<file path="src/rtl/async_wr_ctrl_ps.sv">
// Purpose: write-side controller of an async FIFO (binary/Gray write pointer, rd pointer sync, flags).
// Latency: accepted write updates wr_cnt/wr_full/wr_ptr_gray at the same edge; rd pointer moves
//          reach the flags SYNC_STAGES+1 edges after capture.
// Backpressure: wr_full rejects writes; a write while full in RUN sets the sticky overflow flag.
//
// Ports:
//   wr_clk, rst_n             write-domain clock, asynchronous active-low reset
//   wr_en                     write request (one entry per cycle)
//   rd_ptr_gray               read pointer (Gray) from the read domain, asynchronous
//   afull_thresh, clr_ovf     almost-full level (quasi-static), overflow clear
//   wr_addr, wr_ptr_gray      RAM write address, registered Gray write pointer
//   wr_full, wr_afull         full / almost-full flags
//   wr_cnt, wr_free           occupancy and free space seen from the write side
//   overflow                  sticky write-while-full indication
module async_wr_ctrl_ps #(
  parameter int DEPTH       = 16,
  parameter int SYNC_STAGES = 2,
  localparam int AW         = $clog2(DEPTH)
) (
  input  logic          wr_clk,
  input  logic          rst_n,
  input  logic          wr_en,
  input  logic [AW:0]   rd_ptr_gray,
  input  logic [AW:0]   afull_thresh,
  input  logic          clr_ovf,
  output logic [AW-1:0] wr_addr,
  output logic [AW:0]   wr_ptr_gray,
  output logic          wr_full,
  output logic          wr_afull,
  output logic [AW:0]   wr_cnt,
  output logic [AW:0]   wr_free,
  output logic          overflow
);

  generate
    if (DEPTH < 4 || (DEPTH & (DEPTH - 1)) != 0) begin : g_bad_depth
      $error("async_wr_ctrl_ps: DEPTH must be a power of two and >= 4");
    end
    if (SYNC_STAGES < 2 || SYNC_STAGES > 4) begin : g_bad_sync
      $error("async_wr_ctrl_ps: SYNC_STAGES must be in 2..4");
    end
  endgenerate

  localparam logic [AW:0] DEPTH_W   = (AW+1)'(DEPTH);
  localparam logic [2:0]  INIT_LAST = 3'(SYNC_STAGES);

  typedef enum logic {ST_INIT, ST_RUN} state_t;

  state_t      state_q, state_d;
  logic [2:0]  init_cnt_q, init_cnt_d;
  logic [AW:0] wr_bin_q, wr_bin_d;
  logic [AW:0] sync_q [SYNC_STAGES];
  logic [AW:0] rd_bin;
  logic [AW:0] cnt_next;
  logic        accept;
  logic        ovf_set;

  function automatic logic [AW:0] gray2bin(input logic [AW:0] g);
    logic [AW:0] b;
    b[AW] = g[AW];
    for (int i = AW - 1; i >= 0; i--) begin
      b[i] = b[i+1] ^ g[i];
    end
    return b;
  endfunction

  function automatic logic [AW:0] bin2gray(input logic [AW:0] b);
    return b ^ (b >> 1);
  endfunction

  // Read pointer synchroniser; only Gray values cross, so at most one bit is in flight.
  always_ff @(posedge wr_clk or negedge rst_n) begin
    if (!rst_n) begin
      for (int i = 0; i < SYNC_STAGES; i++) sync_q[i] <= '0;
    end else begin
      sync_q[0] <= rd_ptr_gray;
      for (int i = 1; i < SYNC_STAGES; i++) sync_q[i] <= sync_q[i-1];
    end
  end

  assign rd_bin = gray2bin(sync_q[SYNC_STAGES-1]);

  // INIT holds the flags closed until the synchroniser has flushed its reset contents.
  always_comb begin
    state_d    = state_q;
    init_cnt_d = init_cnt_q;
    accept     = 1'b0;
    ovf_set    = 1'b0;
    wr_bin_d   = wr_bin_q;
    case (state_q)
      ST_INIT: begin
        init_cnt_d = init_cnt_q + 3'd1;
        if (init_cnt_q == INIT_LAST) state_d = ST_RUN;
      end
      ST_RUN: begin
        accept  = wr_en & ~wr_full;
        ovf_set = wr_en & wr_full;
      end
      default: state_d = ST_INIT;
    endcase
    if (accept) wr_bin_d = wr_bin_q + 1'b1;
  end

  // Occupancy uses the post-write pointer so full asserts on the edge that fills the FIFO.
  assign cnt_next = wr_bin_d - rd_bin;

  always_ff @(posedge wr_clk or negedge rst_n) begin
    if (!rst_n) begin
      state_q    <= ST_INIT;
      init_cnt_q <= '0;
    end else begin
      state_q    <= state_d;
      init_cnt_q <= init_cnt_d;
    end
  end

  always_ff @(posedge wr_clk or negedge rst_n) begin
    if (!rst_n) begin
      wr_bin_q    <= '0;
      wr_ptr_gray <= '0;
      wr_cnt      <= '0;
      wr_free     <= '0;
      wr_full     <= 1'b1;
      wr_afull    <= 1'b1;
      overflow    <= 1'b0;
    end else begin
      wr_bin_q    <= wr_bin_d;
      wr_ptr_gray <= bin2gray(wr_bin_d);
      // Set beats clear when both happen in the same cycle.
      overflow    <= ovf_set | (overflow & ~clr_ovf);
      if (state_q == ST_RUN) begin
        wr_cnt   <= cnt_next;
        wr_free  <= DEPTH_W - cnt_next;
        wr_full  <= (cnt_next == DEPTH_W);
        wr_afull <= (cnt_next >= afull_thresh);
      end else begin
        wr_free  <= '0;
        wr_full  <= 1'b1;
        wr_afull <= 1'b1;
      end
    end
  end

  assign wr_addr = wr_bin_q[AW-1:0];

endmodule

</file>
<file path="config.mk">
export PLATFORM = sky130hd
export DESIGN_NAME = async_wr_ctrl_ps
export DESIGN_NICKNAME = d
export VERILOG_FILES = /design/src/rtl/async_wr_ctrl_ps.sv
export SDC_FILE = /design/constraint.sdc
export NUM_CORES = 1
export LEC_CHECK = 0
export ABC_AREA = 1
export CAP_MARGIN = 0
export CORE_MARGIN = 3
export CORE_UTILIZATION = 50
export DETAILED_ROUTE_END_ITERATION = 12
export HOLD_SLACK_MARGIN = 0.1
export PLACE_DENSITY_LB_ADDON = 0.3
export SYNTH_ARGS = -nofsm -noshare
export SYNTH_HDL_FRONTEND = slang
export SYNTH_SLANG_ARGS = --single-unit
</file>
<file path="constraint.sdc">
create_clock -name wr_clk -period 3.7 [get_ports wr_clk]
set_input_delay 0.37 -clock wr_clk [delete_from_list [all_inputs] [get_ports wr_clk]]
set_output_delay 0.37 -clock wr_clk [all_outputs]
set_load 0.01 [all_outputs]
</file>
==> out/qor.txt, run 1 <==
Pre-CTS WS = 0.195 ns
Synth Area in Adders = 11.1%
Period Utilization, post-route = 87.6%
Final hold vios = 0
Vias in the first global route = 1295
Startpoint Class = register
Initial Util = 54.7%
Reg2reg path depth = 22
Hpwl dp = 2620 µm
Final Core Density = 69.8%
Power share of the clock group = 12.4%
Top Ports = 36
Simple-gate area share of the yosys netlist = 19.8%
Cell family with most CP delay = simple AND/OR/NAND/NOR gates
Iteration-0 DRC Markers = 64
I/O Buffers = 35
Leakage dissipation = 1.12 nW
CTS H-Tree Depth = 2
Setup crit end kind = register
First drt pass iteration count = 4
Outcome = completed
Die area = 4250 µm²
Final setup fails = 0
Clk_lat worst skew = 0.33 ns
Worst flop-to-flop path endpoint = wr_afull$_DFF_PN1_
Post-synthesis compound-gate area fraction = 4.21%
VDD IR-drop max = 412 µV
Layout cell share with drive strength beyond 1 = 13.2%
Reg2reg start = rd_bin[4]$_DFF_PN0_
R2r setup slk = 0.46 ns
Most numerous cell in the Yosys netlist = nand2_1
Syn Inst Count = 177
Worst slew margin = 71.2%
Post-synthesis mux area share = 0%
Combinational Power Share = 58.3%
CP max-delay cell = dfrtp_1
Placer Congestion = 0.782
Hold depth = 0
Cell variety after synth = 27
Asr flop ratio synth = 100%
Synth top area share = 48.5%
Main synth FF type = dfrtp_1
Register area share after synthesis = 51.5%
Fmax = 309 MHz
Mapped Nets = 206
CP max FO = 4
Worst Skew = 0.00632 ns
Total grt overflow = 0
Synthesis-stage register bit count = 36
Ys Warns = 0
Area growth syn-to-layout = 27.6%
Die Wd = 65.2 µm
Critical Path RT = 3.98 ns
PD cells = 968 nW/µm²
Final Max Tran Viols = 0
Max Cap Violations = 0
HP Class = reg -> reg
Final wirelength = 3260 µm
Final min period = 3.24 ns
Worst EP arrival = 3.52 ns
Critical path type = reg -> reg
RSZ-0062 raised after global routing = false
DR vias = 1254
CP Buf/Inv Count = 3
CTS tree = built
Core area = 3200 µm²
Flop pwr share = 29.4%
Synth area leader = dfrtp_1
Hold WS = 0.357 ns
Ant diodes = 0
Mapped Avg Cell Area = 9.90 µm²
WHS Endpoint = sync_q[1]$_DFF_PN0_
Post-CTS sizing = 0
Crit path cell chain = xnor2_1 > nand2_1 > nand2_1 > nand2_1 > nand2_2 > nand2_1 > nand2_1 > inv_1 > ha_1 > fa_1 > inv_1 > nand3_1 > nand2_1 > nand2_1 > nand2_1 > inv_1 > nand2_2 > nand2_2 > ha_1 > nand2_1 > or3_1 > nand4_1
Setup TNS = 0 ns
Ranking of synthesized cells by area = dfrtp_1, ha_1, nand2_1
Wire per inst = 12.3 µm
CTS Hold Buffers Added = 0
First-pass GRT wire length = 5460 µm
Hold path startpoint = sync_q[6]$_DFF_PN0_
NumNets Final = 248
Setup ws final = 0.460 ns
Sw frac = 41.5%
Post-CTS setup buffers = 0
CTS Buf Count = 5
Number of synthesized flops with an enable pin = 0
Largest net degree at the start of global routing = 37
Max clock buf depth = 2
Top cells by count, synth = nand2_1, dfrtp_1, inv_1
Drc violations = 0
Vias per inst = 4.75
Worst Tran Pin Value = 0.432 ns
Xor-xnor portion of the synthesized cell area = 5.92%
Combinational family with the most area after synthesis = simple AND/OR/NAND/NOR gates
Clock Sinks = 36
Psw = 0.899 mW
CTS root buf = clkbuf_4
Critical Path Most Common Cell = nand2_1
Crit path largest cell delay = 0.43 ns
Initial antenna violation count = 0
Synthesized area = 1750 µm²
Num rows = 20
Clk slew on worst S/H paths = 0.10 ns
Die height = 65.2 µm
Int Power = 1.26 mW
Number of routed nets with antenna violations = 0
Total track usage = 17.0%
worst max path at each step:
| stage | start | to | slack, ns | cells after the start |
|---|---|---|---|---|
| 2_1_floorplan | rd_bin[4]$_DFF_PN0_ | wr_afull$_DFF_PN1_ | 0.84 | 22 |
| 3_3_place_gp | wr_en | wr_afull$_DFF_PN1_ | 0.32 | 19 |
| 3_5_place_dp | wr_en | wr_afull$_DFF_PN1_ | 0.19 | 19 |
| 4_1_cts | rd_bin[4]$_DFF_PN0_ | wr_afull$_DFF_PN1_ | 0.47 | 22 |
| 5_1_grt | rd_bin[4]$_DFF_PN0_ | wr_afull$_DFF_PN1_ | 0.19 | 22 |
| 6_report | rd_bin[4]$_DFF_PN0_ | wr_afull$_DFF_PN1_ | 0.46 | 22 |
registers in the layout, indices dropped and copies added, names as in the netlist:
name         cells
wr_free          5
overflow         1
wr_cnt           5
rd_bin           1
wr_bin_q         5
init_cnt_q       3
wr_afull         1
wr_full          1
sync_q           9
state_q          1
wr_ptr_gray      4
power groups by stage:
stage	Sequential (mW)	Combinational, mW	Clock, mW
after floorplan	0.695	0.736	0
after global placement	0.638	1.18	0
after detailed placement	0.645	1.25	0
after CTS	0.637	1.26	0.273
after global routing	0.652	1.40	0.295
final	0.635	1.26	0.268
cell families after synthesis:
| kind of cell | after synthesis |
|---|---|
| AND/OR/NAND/NOR | 71 |
| flip-flops | 36 |
| buffers and inverters | 32 |
| adder cells (fa/ha/maj) | 15 |
| AO/OA/AOI/OAI | 12 |
| XOR/XNOR | 11 |
layer usage:
metal	GRT usage, %	up-vias	part of all wire, %
met2	30.5	39	52
met4	8.29	0	2.3
met5	0	-	0
met3	4.44	9	5.5
li1	-	636	-
met1	18.5	570	40
cell usage in the layout, fill, tap and decap left out:
cell type and instances:
nand2_1 40, clkdlybuf4s50_1 35, dfrtp_1 34, inv_1 26, ha_1 14, nor2_1 8
nand2_2 7, o21ai_0 7, xor2_1 6, nand3_1 6, clkbuf_4 5, xnor2_1 4
inv_2 4, a21oi_1 3, or2_1 2, nand4_1 2, buf_4 2, dfstp_2 2
nor2_8 1, o21ai_4 1, nand4_4 1, xnor2_2 1, nor2_2 1, nand3b_1 1
a211oi_1 1, or3_1 1, or2_2 1, fa_1 1, clkinv_2 1, clkinvlp_4 1
bufinv_16 1
stage by stage:
step / cell area [µm²] / total power [mW] / cells
2_1_floorplan: 1750 / 1.43 / 177
3_3_place_gp: 2160 / 1.82 / 256
3_5_place_dp: 2160 / 1.90 / 256
4_1_cts: 2240 / 2.17 / 264
5_1_grt: 2240 / 2.35 / 264
6_report: 2240 / 2.16 / 264
cell type report:
class	instances	area [µm²]
Inverter	30	113
Tap cell	44	55.1
Clock inverter	3	42.5
Clock buffer	5	37.5
Sequential cell	36	903
Multi-Input combinational cell	109	719
Timing Repair Buffer	37	365
Fill cell	250	967
(Power assumes the default switching activity.)
==> run 2: changes to the inputs <==
CTS_CLUSTER_SIZE = 10   (was default)
==> results of run 2 <==
Final layout, timing and power as in run 1 (identical DEF).
